File: config.mk
export PLATFORM = sky130hd
export DESIGN_NAME = iter_muldiv_flat
export DESIGN_NICKNAME = d
export VERILOG_FILES = /design/src/rtl/iter_muldiv_if.sv /design/src/rtl/iter_muldiv.sv /design/src/flat_wrapper.sv
export SDC_FILE = /design/constraint.sdc
export NUM_CORES = 1
export LEC_CHECK = 0
export CAP_MARGIN = 10
export CORE_ASPECT_RATIO = 0.5
export CORE_MARGIN = 1.5
export CORE_UTILIZATION = 45
export DETAILED_ROUTE_END_ITERATION = 8
export PLACE_DENSITY = 0.65
export REMOVE_ABC_BUFFERS = 1
export SYNTH_ARGS = -nofsm -noshare
export SYNTH_HDL_FRONTEND = slang
export SYNTH_SLANG_ARGS = --single-unit
export TNS_END_PERCENT = 5
File: constraint.sdc
create_clock -name clk -period 4.65 [get_ports clk]
set_clock_uncertainty 0.2 [all_clocks]
set_input_delay 0.93 -clock clk [delete_from_list [all_inputs] [get_ports clk]]
set_output_delay 0.93 -clock clk [all_outputs]
set_load 0.02 [all_outputs]
File: src/rtl/iter_muldiv_if.sv
// Handshake and result bundle for the iterative multiply/divide unit.
// MULDIV_ABORT_EN adds an abort request line.
interface iter_muldiv_if #(
  parameter int WIDTH = 32
);
  logic             start;
  logic [1:0]       op;
  logic [WIDTH-1:0] a;
  logic [WIDTH-1:0] b;
  logic             busy;
  logic             done;
  logic             div_by_zero;
  logic [WIDTH-1:0] hi;
  logic [WIDTH-1:0] lo;
`ifdef MULDIV_ABORT_EN
  logic             abort;

  modport master (
    output start, op, a, b, abort,
    input  busy, done, div_by_zero, hi, lo
  );
  modport slave (
    input  start, op, a, b, abort,
    output busy, done, div_by_zero, hi, lo
  );
`else
  modport master (
    output start, op, a, b,
    input  busy, done, div_by_zero, hi, lo
  );
  modport slave (
    input  start, op, a, b,
    output busy, done, div_by_zero, hi, lo
  );
`endif
endinterface

File: src/rtl/iter_muldiv.sv
// Iterative radix-2 multiplier / restoring divider, one bit per cycle.
// Optional MULDIV_ABORT_EN lets CALC/FIX be cancelled via bus.abort.
module iter_muldiv #(
  parameter int WIDTH = 32
) (
  input  logic          clk,
  input  logic          reset,
  iter_muldiv_if.slave  bus
);
  localparam int CW = 7;

  typedef enum logic [1:0] {
    IDLE, CALC, FIX, DONE
  } state_t;

  state_t           state_q, state_d;
  logic [CW-1:0]    cnt_q, cnt_d;
  logic             isdiv_q, isdiv_d;
  logic             nega_q, nega_d;
  logic             negq_q, negq_d;
  logic [WIDTH-1:0] opnd_q, opnd_d;
  logic [WIDTH-1:0] rem_q, rem_d;
  logic [WIDTH-1:0] quot_q, quot_d;
  logic [WIDTH-1:0] hi_q, hi_d;
  logic [WIDTH-1:0] lo_q, lo_d;
  logic             busy_q, busy_d;
  logic             done_q, done_d;
  logic             dbz_q, dbz_d;

  logic             sgn;
  logic [WIDTH-1:0] abs_a, abs_b;
  logic [WIDTH:0]   msum, dtrial;
  logic [2*WIDTH-1:0] prod, prod_n;
  logic [WIDTH-1:0] q_fix, r_fix;

  assign sgn   = ~bus.op[0];
  assign abs_a = (sgn && bus.a[WIDTH-1]) ?
                 (~bus.a + WIDTH'(1)) : bus.a;
  assign abs_b = (sgn && bus.b[WIDTH-1]) ?
                 (~bus.b + WIDTH'(1)) : bus.b;

  // Multiply: add multiplicand on LSB, then shift {rem,quot} right.
  // Divide: trial-subtract divisor from the shifted partial remainder.
  assign msum   = {1'b0, rem_q} +
                  (quot_q[0] ? {1'b0, opnd_q} : '0);
  assign dtrial = {rem_q, quot_q[WIDTH-1]} - {1'b0, opnd_q};

  assign prod   = {rem_q, quot_q};
  assign prod_n = ~prod + (2*WIDTH)'(1);
  assign q_fix  = negq_q ? (~quot_q + WIDTH'(1)) : quot_q;
  assign r_fix  = nega_q ? (~rem_q + WIDTH'(1)) : rem_q;

  // Next-state, datapath step and registered outputs.
  always_comb begin
    state_d = state_q;
    cnt_d   = cnt_q;
    isdiv_d = isdiv_q;
    nega_d  = nega_q;
    negq_d  = negq_q;
    opnd_d  = opnd_q;
    rem_d   = rem_q;
    quot_d  = quot_q;
    hi_d    = hi_q;
    lo_d    = lo_q;
    busy_d  = busy_q;
    done_d  = 1'b0;
    dbz_d   = dbz_q;
    unique case (state_q)
      IDLE: begin
        if (bus.start) begin
          isdiv_d = bus.op[1];
          nega_d  = sgn & bus.a[WIDTH-1];
          negq_d  = sgn & (bus.a[WIDTH-1] ^
                           bus.b[WIDTH-1]);
          rem_d   = '0;
          cnt_d   = '0;
          dbz_d   = 1'b0;
          if (bus.op[1]) begin
            opnd_d = abs_b;
            quot_d = abs_a;
          end else begin
            opnd_d = abs_a;
            quot_d = abs_b;
          end
          if (bus.op[1] && (bus.b == '0)) begin
            state_d = DONE;
            done_d  = 1'b1;
            dbz_d   = 1'b1;
          end else begin
            state_d = CALC;
            busy_d  = 1'b1;
          end
        end
      end
      CALC: begin
        cnt_d = cnt_q + CW'(1);
        if (isdiv_q) begin
          if (!dtrial[WIDTH])
            rem_d = dtrial[WIDTH-1:0];
          else
            rem_d = {rem_q[WIDTH-2:0], quot_q[WIDTH-1]};
          quot_d = {quot_q[WIDTH-2:0], ~dtrial[WIDTH]};
        end else begin
          rem_d  = msum[WIDTH:1];
          quot_d = {msum[0], quot_q[WIDTH-1:1]};
        end
        if (cnt_q == CW'(WIDTH-1))
          state_d = FIX;
      end
      FIX: begin
        state_d = DONE;
        busy_d  = 1'b0;
        done_d  = 1'b1;
        if (isdiv_q) begin
          hi_d = r_fix;
          lo_d = q_fix;
        end else if (negq_q) begin
          {hi_d, lo_d} = prod_n;
        end else begin
          {hi_d, lo_d} = prod;
        end
      end
      DONE: begin
        state_d = IDLE;
      end
      default: begin
        state_d = IDLE;
        busy_d  = 1'b0;
      end
    endcase
`ifdef MULDIV_ABORT_EN
    if (bus.abort && busy_q) begin
      state_d = IDLE;
      busy_d  = 1'b0;
      done_d  = 1'b0;
      hi_d    = hi_q;
      lo_d    = lo_q;
    end
`endif
  end

  // State and output registers, cleared asynchronously.
  always_ff @(posedge clk or negedge reset) begin
    if (!reset) begin
      state_q <= IDLE;
      cnt_q   <= '0;
      isdiv_q <= 1'b0;
      nega_q  <= 1'b0;
      negq_q  <= 1'b0;
      opnd_q  <= '0;
      rem_q   <= '0;
      quot_q  <= '0;
      hi_q    <= '0;
      lo_q    <= '0;
      busy_q  <= 1'b0;
      done_q  <= 1'b0;
      dbz_q   <= 1'b0;
    end else begin
      state_q <= state_d;
      cnt_q   <= cnt_d;
      isdiv_q <= isdiv_d;
      nega_q  <= nega_d;
      negq_q  <= negq_d;
      opnd_q  <= opnd_d;
      rem_q   <= rem_d;
      quot_q  <= quot_d;
      hi_q    <= hi_d;
      lo_q    <= lo_d;
      busy_q  <= busy_d;
      done_q  <= done_d;
      dbz_q   <= dbz_d;
    end
  end

  assign bus.busy        = busy_q;
  assign bus.done        = done_q;
  assign bus.div_by_zero = dbz_q;
  assign bus.hi          = hi_q;
  assign bus.lo          = lo_q;
endmodule

File: src/flat_wrapper.sv
// flat-port wrapper written by rule: the top's interface ports become plain ports
module iter_muldiv_flat 
#(
  parameter int WIDTH = 32
)
  (clk, reset, bus_start, bus_op, bus_a, bus_b, bus_busy, bus_done, bus_div_by_zero, bus_hi, bus_lo);
  iter_muldiv_if #(.WIDTH(WIDTH)) bus_i ();
  input  logic clk;
  input  logic reset;
  input wire logic [$bits(bus_i.start)-1:0] bus_start;
  input wire logic [$bits(bus_i.op)-1:0] bus_op;
  input wire logic [$bits(bus_i.a)-1:0] bus_a;
  input wire logic [$bits(bus_i.b)-1:0] bus_b;
  output wire logic [$bits(bus_i.busy)-1:0] bus_busy;
  output wire logic [$bits(bus_i.done)-1:0] bus_done;
  output wire logic [$bits(bus_i.div_by_zero)-1:0] bus_div_by_zero;
  output wire logic [$bits(bus_i.hi)-1:0] bus_hi;
  output wire logic [$bits(bus_i.lo)-1:0] bus_lo;
  assign bus_i.start = bus_start;
  assign bus_i.op = bus_op;
  assign bus_i.a = bus_a;
  assign bus_i.b = bus_b;
  assign bus_busy = bus_i.busy;
  assign bus_done = bus_i.done;
  assign bus_div_by_zero = bus_i.div_by_zero;
  assign bus_hi = bus_i.hi;
  assign bus_lo = bus_i.lo;
  iter_muldiv #(.WIDTH(WIDTH)) u_core (.clk(clk), .reset(reset), .bus(bus_i));
endmodule
==> results.ini, run 1 <==
[finish]
stdcell_area_um2 = 16900
syn2layout_area_growth_pct = 17.2
num-fill-cells = 3074
drive_gt1_share_pct = 6.96
nNetsFinal = 2085

[clock_tree]
cts_buffers = 17
cts_root_buffer = sky130_fd_sc_hd__clkbuf_16
post-cts-setup-buffer-count = 0
cts_max_path_buffers = 2
h-tree-depth = 4
cts_repair_resize_count = 0
clock_sink_count = 175
hold_buffers = 0
clkSlewWorstSetupHoldPaths_ns = 0.08
tritoncts = done
insertion_delay_ns = 0.47

[timing]
period_share_pct = 86.0
grt_setup_unrepaired = no
finalCriticalPeriod_ns = 4.00
fmax_mhz = 250
setup_viol = 0
final_max_slew_viol_count = 0
final.setup.tns_ns = 0
fin_ws_ns = 0.652
max_slew.worst_pin.slew_ns = 0.934
hold_ws_ns = 0.280
relSlewSlack_pct = 37.8
final_hold_violations = 0

[synthesis]
ys.warnings.count = 0
netlist_area_um2 = 14500
synth-seq-area-share_pct = 30.3
synth_enable_flop_cells = 0
post_synth_inst_count = 1850
predominant_post_synthesis_flop_cell = sky130_fd_sc_hd__dfrtp_1
synth-async-reset-ratio_pct = 100
netlist-cell-type-count = 72
synth_seq_cells = 175
mean_instance_size_in_the_synthesized_netlist_um2 = 7.81

[grt]
grt-ovfl-total = 0
grt.total_usage_pct = 27.8
largest_net_degree_at_the_start_of_global_routing = 108
number_of_global_route_vias_before_repair = 12831
antenna_found_initial = 4
grt_pass1_wl_mm = 72.1

[route]
route.detailed.vias_per_inst = 5.80
dr.pass1.iters = 5
vias = 13877
detailedRoute.firstIterationViolations = 1324
route.detailed.drc = 0
drt.antenna.violating_nets = 0
routed_wire_length_per_instance_um = 19.3
drt-total-wl_mm = 46.2

[floorplanning]
core_um2 = 31700
pin_count = 136
initial_utilization_pct = 45.7
die-area_um2 = 33300
std_cell_rows = 46
dieWidth_um = 256
floorplan.die.height_um = 130

[run_status]
run_status = completed

[power_and_ir_drop]
leakagePower_uw = 0.00711
combPwrFrac_pct = 63.1
power.switching_fraction_pct = 50.1
clockPowerShare_pct = 12.6
worst_case_vdd_ir_drop_mv = 0.310
cellPowerDensity_nw_per_um2 = 703
power.switching_uw = 5970
finalPower_uw = 11900
power.share.sequential_pct = 24.3
power.internal_uw = 5950

[setup_path]
regToRegSetupSlack_ns = 0.65
timing.critical_path.mode_cell = sky130_fd_sc_hd__o21a_1
maximum_fanout_along_the_worst_path = 31
r2r_end = u_core.rem_q[25]
critPathArrivalTime_ns = 4.17
end_kind = register
worst_path_slowest_cell = sky130_fd_sc_hd__a311o_2
crit_end = u_core.rem_q[25]
slowest_delay_ns = 0.65
critical_path_cell_sequence = inv_1, ha_1, fa_1, nor2b_1, nor3_1, o21a_1, a21oi_1, o31a_1, a211oi_1, a311o_2, or2_2, o21a_1, o21ai_0
crit_path_start = u_core.quot_q[31]
timing.reg2reg.worst_path_depth = 13
timing.critical_path.required_ns = 4.82
r2r_start = u_core.quot_q[31]
worst_setup_path_start_kind = register
critical_path_class = reg2reg

[placed_design]
gp_congestion = 0.962
pre_cts_slack_ns = 0.562
dp_hpwl_mm = 34.8
io_buffer_count = 135
post_dp_cell_area_um2 = 16300

[hold_path]
hold_path_class = reg2reg

[run]
max-cap-violations = 0

-- cells in the mapped netlist (all sizes together) (29+ instances only) --
cell	instances	share of area [%]
nor2	254	6.6
nand2	144	3.7
ha	72	6.2
xor2	81	4.9
o21ai	130	4.5
a211oi	29	1.5
xnor2	100	6.1
a21oi	252	8.7
clkbuf	95	2.5
dfrtp	175	30
nor3	35	1.2
inv	68	1.8
-- layout by cell type (no fill, tap or decap), drive strengths merged, types with 24 or more instances in the layout --
cell type / netlist / routed
inv: 68 / 75
a21o: 26 / 26
a21oi: 252 / 252
a211oi: 29 / 29
mux2: 27 / 27
o31ai: 27 / 27
nor3: 35 / 35
o21ai: 130 / 130
xnor2: 100 / 100
xor2: 81 / 81
a22oi: 24 / 24
ha: 72 / 72
nand2: 144 / 144
nor2: 254 / 254
nand3: 27 / 27
clkdlybuf4s50: 0 / 133
dfrtp: 175 / 175
buf: 14 / 48
-- metal layers --
metal  wire (um)  part of all wire [%]  GRT usage [%]
met4         639                   1.4           8.03
met3        4080                   8.8           5.50
met2       19600                    42           41.7
met5           0                     0              0
met1       21800                    47           40.5
-- cells by family after synthesis --
kind of cell	synth area share [%]
buffers and inverters	4.79
multiplexers	3.63
adder cells (fa/ha/maj)	6.51
AND/OR/NAND/NOR	18.5
AO/OA/AOI/OAI	25.3
flip-flops	30.3
XOR/XNOR	11.0
-- critical path: cells and delay by family, from the launching register on --
family          cells  cell delay [ns]
compound gates      7             1.81
fa+ha+maj           2             0.68
buf+inv             1             0.11
flops               1             0.35
simple gates        3             0.77
-- per-stage QoR --
step	instances	utilization (%)
after floorplan	1741	-
after global placement	2355	51.6
after detailed placement	2355	51.6
after CTS	2387	53.5
after global routing	2391	53.5
final	2391	53.5
-- power by group through the flow --
stage	sequential (uW)	combinational (uW)	clock, uW
after global placement	2880	7380	0
after CTS	2880	7450	1540
after floorplan	3140	4650	0
after detailed placement	2900	7400	0
final	2890	7520	1500
after global routing	2980	8260	1590
-- worst min-delay path by stage --
stage / startpoint / end / slack, ns / cells after the start
final: u_core.bus.div_by_zero / u_core.bus.div_by_zero / 0.28 / 2
after CTS: u_core.bus.div_by_zero / u_core.bus.div_by_zero / 0.28 / 2
after global placement: u_core.opnd_q[29] / u_core.opnd_q[29] / 0.26 / 2
after floorplan: u_core.opnd_q[29] / u_core.opnd_q[29] / 0.24 / 2
after detailed placement: u_core.bus.div_by_zero / u_core.bus.div_by_zero / 0.27 / 2
after global routing: u_core.opnd_q[27] / u_core.opnd_q[27] / 0.32 / 2
-- cell type report --
class | instances | area, um^2 | share of cell area [%]
diodes | 4 | 10.0 | 0.0591
clock buffers | 17 | 425 | 2.51
clock inverters | 15 | 184 | 1.09
inverters | 69 | 259 | 1.53
multi-input cells | 1497 | 9420 | 55.6
flip-flops and latches | 175 | 4380 | 25.8
well taps | 432 | 541 | 3.19
repair buffers | 182 | 1730 | 10.2
-- flip-flops by register name, summed over array words and instances, names as in the netlist, 2 cells and up --
name / count
u_core.bus.lo: 32
u_core.state_q: 2
u_core.cnt_q: 7
u_core.rem_q: 32
u_core.quot_q: 32
u_core.bus.hi: 32
u_core.opnd_q: 32
(Power assumes the default switching activity.)
==> run 2: changes to the inputs <==
--- a/config.mk
+++ b/config.mk
@@ -10,6 +10,7 @@
 export CORE_MARGIN = 1.5
 export CORE_UTILIZATION = 45
 export DETAILED_ROUTE_END_ITERATION = 8
+export GPL_TIMING_DRIVEN = 0
 export PLACE_DENSITY = 0.65
 export REMOVE_ABC_BUFFERS = 1
 export SYNTH_ARGS = -nofsm -noshare
==> run 2 against run 1 <==
Compared with the run above: sequential power is 4% higher; sequential share of layout area is 0.15 points higher; worst hold slack worse by 0.012 ns; core utilization is 0.30 points lower; largest cell class unchanged.
==> results.ini, run 2 (synthesis gave the netlist of run 1 again) <==
[run_status]
run_status = completed

[power_and_ir_drop]
power.switching_uw = 5920
finalPower_uw = 11900
cellPowerDensity_nw_per_um2 = 707
leakagePower_uw = 0.00699
clockPowerShare_pct = 12.7
power.switching_fraction_pct = 49.7
power.internal_uw = 5990
power.share.sequential_pct = 25.4
combPwrFrac_pct = 62.0
worst_case_vdd_ir_drop_mv = 0.337

[timing]
finalCriticalPeriod_ns = 4.47
relSlewSlack_pct = 31.3
final_max_slew_viol_count = 0
fin_ws_ns = 0.183
setup_viol = 0
period_share_pct = 96.1
max_slew.worst_pin.slew_ns = 1.03
grt_setup_unrepaired = no
fmax_mhz = 224
final_hold_violations = 0

[placed_design]
dp_hpwl_mm = 33.1
io_buffer_count = 135
pre_cts_slack_ns = -0.258
gp_congestion = 0.959

[clock_tree]
cts_buffers = 17
cts_root_buffer = sky130_fd_sc_hd__clkbuf_16
insertion_delay_ns = 0.47
h-tree-depth = 4
tritoncts = done
cts_max_path_buffers = 2
clkSlewWorstSetupHoldPaths_ns = 0.09
clock_sink_count = 175

[finish]
number_of_diodes_added_for_antenna_fixing = 0
layout_commonest_cell = sky130_fd_sc_hd__nor2_1
drive_gt1_share_pct = 5.62
nNetsFinal = 2052
layout_common_cells = sky130_fd_sc_hd__nor2_1 (252), sky130_fd_sc_hd__a21oi_1 (251), sky130_fd_sc_hd__dfrtp_1 (173)
syn2layout_area_growth_pct = 16.6

[hold_path]
hold_path_class = in2async

[setup_path]
critPathArrivalTime_ns = 4.64
crit_path_start = u_core.quot_q[0]
worst_setup_path_start_kind = register
maximum_fanout_along_the_worst_path = 9
r2r_start = u_core.quot_q[0]
timing.critical_path.required_ns = 4.83
r2r_end = u_core.rem_q[31]
end_kind = register
regToRegSetupSlack_ns = 0.18
timing.reg2reg.worst_path_depth = 14
critical_path_class = reg2reg

[floorplanning]
floorplan.die.height_um = 130
pin_count = 136
die-area_um2 = 33300
initial_utilization_pct = 45.7
core_um2 = 31700
std_cell_rows = 46
dieWidth_um = 256

[run]
max-cap-violations = 0

[grt]
antenna_found_initial = 0
grt.total_usage_pct = 27.2
number_of_global_route_vias_before_repair = 12656
largest_net_degree_at_the_start_of_global_routing = 111
grt_pass1_wl_mm = 70.8
grt-ovfl-total = 0

[route]
drt.antenna.violating_nets = 0
vias = 13760
detailedRoute.firstIterationViolations = 1322
dr.pass1.iters = 6
drt-total-wl_mm = 45.2
route.detailed.vias_per_inst = 5.85
routed_wire_length_per_instance_um = 19.2
route.detailed.drc = 0

run 2: timing repair:
item / in CTS / in global routing
resized for setup: 2 / 2
cloned: 1 / 0
endpoints found under the setup margin: 7 / 8
hold endpoints to repair: 0 / 0
setup buffers: 0 / 3
hold buffers: 0 / 0
run 2: layer usage:
metal / wire length (um) / global-route usage (%) / vias up
met1: 21000 / 38.7 / 6467
met3: 3530 / 4.47 / 69
met4: 1060 / 9.03 / 0
met5: 0 / 0 / -
met2: 19600 / 42.3 / 492
li1: - / - / 6732
run 2: stage by stage:
step	std cells	area, um^2	utilization [%]	hold WS, ns	setup TNS (ns)
6_report	2354	16900	53.2	0.269	0
5_1_grt	2354	16900	53.2	0.303	0
4_1_cts	2350	16800	53.0	0.271	0
3_5_place_dp	2317	16200	51.1	0.268	-0.935
3_3_place_gp	2308	15900	50.3	0.260	-986.11
2_1_floorplan	1741	14000	-	0.239	0
run 2: layout make-up:
cell class	count	area, um^2
well taps	432	541
multi-input cells	1497	9430
clock inverters	15	186
repair buffers	148	1610
clock buffers	17	425
flip-flops and latches	175	4380
fillers	3051	14800
repair inverters	1	7.51
inverters	69	263
run 2: power by group through the flow:
stage | Sequential (uW) | Clock, uW | Combinational [uW]
floorplan | 3140 | 0 | 4650
global placement | 3060 | 0 | 6990
detailed placement | 3020 | 0 | 7240
CTS | 3000 | 1550 | 7280
global route | 3120 | 1600 | 8140
finish | 3020 | 1510 | 7380
run 2: how the worst max path moves through the flow:
stage	endpoint	slack [ns]
after floorplan	u_core.rem_q[28]	0.55
after global placement	u_core.bus.lo[6]	-5.27
after detailed placement	u_core.rem_q[29]	-0.26
after CTS	u_core.bus.hi[24]	0.005
after global routing	u_core.rem_q[31]	0.008
final	u_core.rem_q[31]	0.18
run 2: critical path, stage by stage (launching register included):
cell and delay, ns:
sky130_fd_sc_hd__dfrtp_1 0.69, sky130_fd_sc_hd__and2_1 0.21, sky130_fd_sc_hd__ha_1 0.19, sky130_fd_sc_hd__inv_1 0.07, sky130_fd_sc_hd__fa_1 0.42, sky130_fd_sc_hd__nor2b_1 0.22, sky130_fd_sc_hd__o31ai_1 0.13, sky130_fd_sc_hd__a31o_2 0.28
sky130_fd_sc_hd__o31a_1 0.34, sky130_fd_sc_hd__o22ai_1 0.46, sky130_fd_sc_hd__a211oi_2 0.22, sky130_fd_sc_hd__o31ai_1 0.36, sky130_fd_sc_hd__a2111oi_0 0.21, sky130_fd_sc_hd__o21a_1 0.21, sky130_fd_sc_hd__a41oi_1 0.16
==> run 3: changes to the inputs <==
--- a/config.mk
+++ b/config.mk
@@ -5,7 +5,7 @@
 export SDC_FILE = /design/constraint.sdc
 export NUM_CORES = 1
 export LEC_CHECK = 0
-export CAP_MARGIN = 10
+export CAP_MARGIN = 40
 export CORE_ASPECT_RATIO = 0.5
 export CORE_MARGIN = 1.5
 export CORE_UTILIZATION = 45
==> run 3 against run 2 <==
Compared with the run above: register-to-register slack improved by 0.07 ns; sequential cell count did not move; global-route usage barely moved; critical path type unchanged; maximum frequency rose by 1.5%; sequential power barely moved; clock-buffer cell count did not move; non-clock buffer count rose by 3; critical path depth did not move; core utilization rose by 0.083 points; cell count rose by 0.17%.
==> results.ini, run 3 (synthesis gave the netlist of run 1 again) <==
[finish]
syn2layout_area_growth_pct = 16.7
nNetsFinal = 2054
drive_gt1_share_pct = 5.72
post-route-util_pct = 53.3
layout_commonest_cell = sky130_fd_sc_hd__nor2_1
layout_common_cells = sky130_fd_sc_hd__nor2_1 (252), sky130_fd_sc_hd__a21oi_1 (251), sky130_fd_sc_hd__dfrtp_1 (173)

[route]
drt-total-wl_mm = 45.1
route.detailed.vias_per_inst = 5.88
dr.pass1.iters = 6
drt.antenna.violating_nets = 0
vias = 13855
detailedRoute.firstIterationViolations = 1193
route.detailed.drc = 0
routed_wire_length_per_instance_um = 19.1

[floorplanning]
std_cell_rows = 46
initial_utilization_pct = 45.7
die-area_um2 = 33300
pin_count = 136
core_um2 = 31700
dieWidth_um = 256
floorplan.die.height_um = 130

[grt]
grt-ovfl-total = 0
grt_pass1_wl_mm = 71.0
grt.total_usage_pct = 27.2
antenna_found_initial = 2
largest_net_degree_at_the_start_of_global_routing = 95
number_of_global_route_vias_before_repair = 12771

[timing]
relSlewSlack_pct = 37.1
period_share_pct = 94.6
final_hold_violations = 0
max_slew.worst_pin.slew_ns = 0.942
finalCriticalPeriod_ns = 4.40
hold_ws_ns = 0.257
final_max_slew_viol_count = 0
grt_setup_unrepaired = no
setup_viol = 0
fmax_mhz = 227

[clock_tree]
h-tree-depth = 4
cts_root_buffer = sky130_fd_sc_hd__clkbuf_16
cts_max_path_buffers = 2
clock_sink_count = 175
hold_buffers = 0
tritoncts = done
insertion_delay_ns = 0.47
cts_buffers = 17
clkSlewWorstSetupHoldPaths_ns = 0.08

[placed_design]
dp_hpwl_mm = 33.4
gp_congestion = 0.959
io_buffer_count = 135

[setup_path]
worst_setup_path_start_kind = register
timing.critical_path.required_ns = 4.83
maximum_fanout_along_the_worst_path = 36
critical_path_class = reg2reg
critPathArrivalTime_ns = 4.58
regToRegSetupSlack_ns = 0.25
end_kind = register

[power_and_ir_drop]
worst_case_vdd_ir_drop_mv = 0.331
leakagePower_uw = 0.00701
cellPowerDensity_nw_per_um2 = 704

[run_status]
run_status = completed

[hold_path]
hold_path_class = in2async

[run]
max-cap-violations = 0

[run 3: cell count changes in the layout (fill, tap and decap cells not counted)]
cell                         delta
sky130_fd_sc_hd__buf_6          +1
sky130_fd_sc_hd__clkinv_8       -2
sky130_fd_sc_hd__diode_2        +2
sky130_fd_sc_hd__inv_6          -1
sky130_fd_sc_hd__clkinv_4       +2
sky130_fd_sc_hd__clkinv_2       +1
sky130_fd_sc_hd__clkinvlp_4     -2
sky130_fd_sc_hd__buf_12         -2
sky130_fd_sc_hd__buf_16         +1
sky130_fd_sc_hd__buf_8          +3
sky130_fd_sc_hd__inv_8          +1
[run 3: final timing paths]
path                                   startpoint                 to  cells after the start
worst max-delay path            u_core.quot_q[31]   u_core.rem_q[25]                     14
worst min-delay path                        reset  u_core.bus.hi[26]                      1
worst max register to register  u_core.quot_q[31]   u_core.rem_q[25]                     14
worst min register to register  u_core.opnd_q[29]  u_core.opnd_q[29]                      2
max in group asynchronous                   reset     u_core.isdiv_q                      2
min in group clk                u_core.opnd_q[29]  u_core.opnd_q[29]                      2
[run 3: cell type report]
| cell class | instances | area, um^2 |
|---|---|---|
| clock buffer | 17 | 425 |
| inverter | 69 | 263 |
| tap | 432 | 541 |
| antenna | 2 | 5.00 |
| sequential | 175 | 4380 |
| multi-input combinational | 1497 | 9430 |
| timing repair buffer | 151 | 1660 |
| fill | 3020 | 14800 |
| clock inverter | 15 | 171 |
[run 3: power breakdown]
group	leakage, uW	switching [uW]	internal [uW]
Clock	0.000290	767	725
Sequential	0.00211	826	2200
Combinational	0.00460	4310	3060
Total	0.00701	5910	5980
[run 3: worst max-delay path: stages, from the launching register on]
cell                       delay [ns]
sky130_fd_sc_hd__dfrtp_1         0.56
sky130_fd_sc_hd__inv_1           0.20
sky130_fd_sc_hd__ha_1            0.28
sky130_fd_sc_hd__fa_1            0.40
sky130_fd_sc_hd__nor2b_1         0.25
sky130_fd_sc_hd__nor3_1          0.07
sky130_fd_sc_hd__o21a_1          0.25
sky130_fd_sc_hd__a21oi_1         0.26
sky130_fd_sc_hd__o31a_1          0.25
sky130_fd_sc_hd__a211oi_1        0.10
sky130_fd_sc_hd__a311o_2         0.57
sky130_fd_sc_hd__buf_12          0.25
sky130_fd_sc_hd__or2_2           0.38
sky130_fd_sc_hd__o21a_1          0.21
sky130_fd_sc_hd__o21ai_0         0.07
[run 3: layer usage]
metal  track usage [%]  wire, um  up-vias  share of wire [%]
li1                  -         -     6734                  -
met1              39.4     21200     6537                 47
met2              41.7     19500      515                 43
met3              4.10      3270       69                7.2
met4              9.41      1080        0                2.4
met5                 0         0        -                  0
[run 3: repair_timing]
action	CTS	global route
gates resized for setup	2	1
endpoints found under the setup margin	1	3
setup buffers	0	2
[run 3: through the flow]
| stage | total power, uW | instances | cell area [um^2] | TNS, ns | setup slack, ns |
|---|---|---|---|---|---|
| after global routing | 12800 | 2358 | 16900 | 0 | 0.0666 |
| after floorplan | 7790 | 1741 | 14000 | 0 | 0.554 |
| final | 11900 | 2358 | 16900 | 0 | 0.249 |
| after global placement | 10000 | 2308 | 15900 | -986.11 | -5.27 |
| after detailed placement | 10300 | 2322 | 16200 | -0.00965 | -0.00965 |
| after CTS | 11800 | 2354 | 16800 | 0 | 0.0947 |
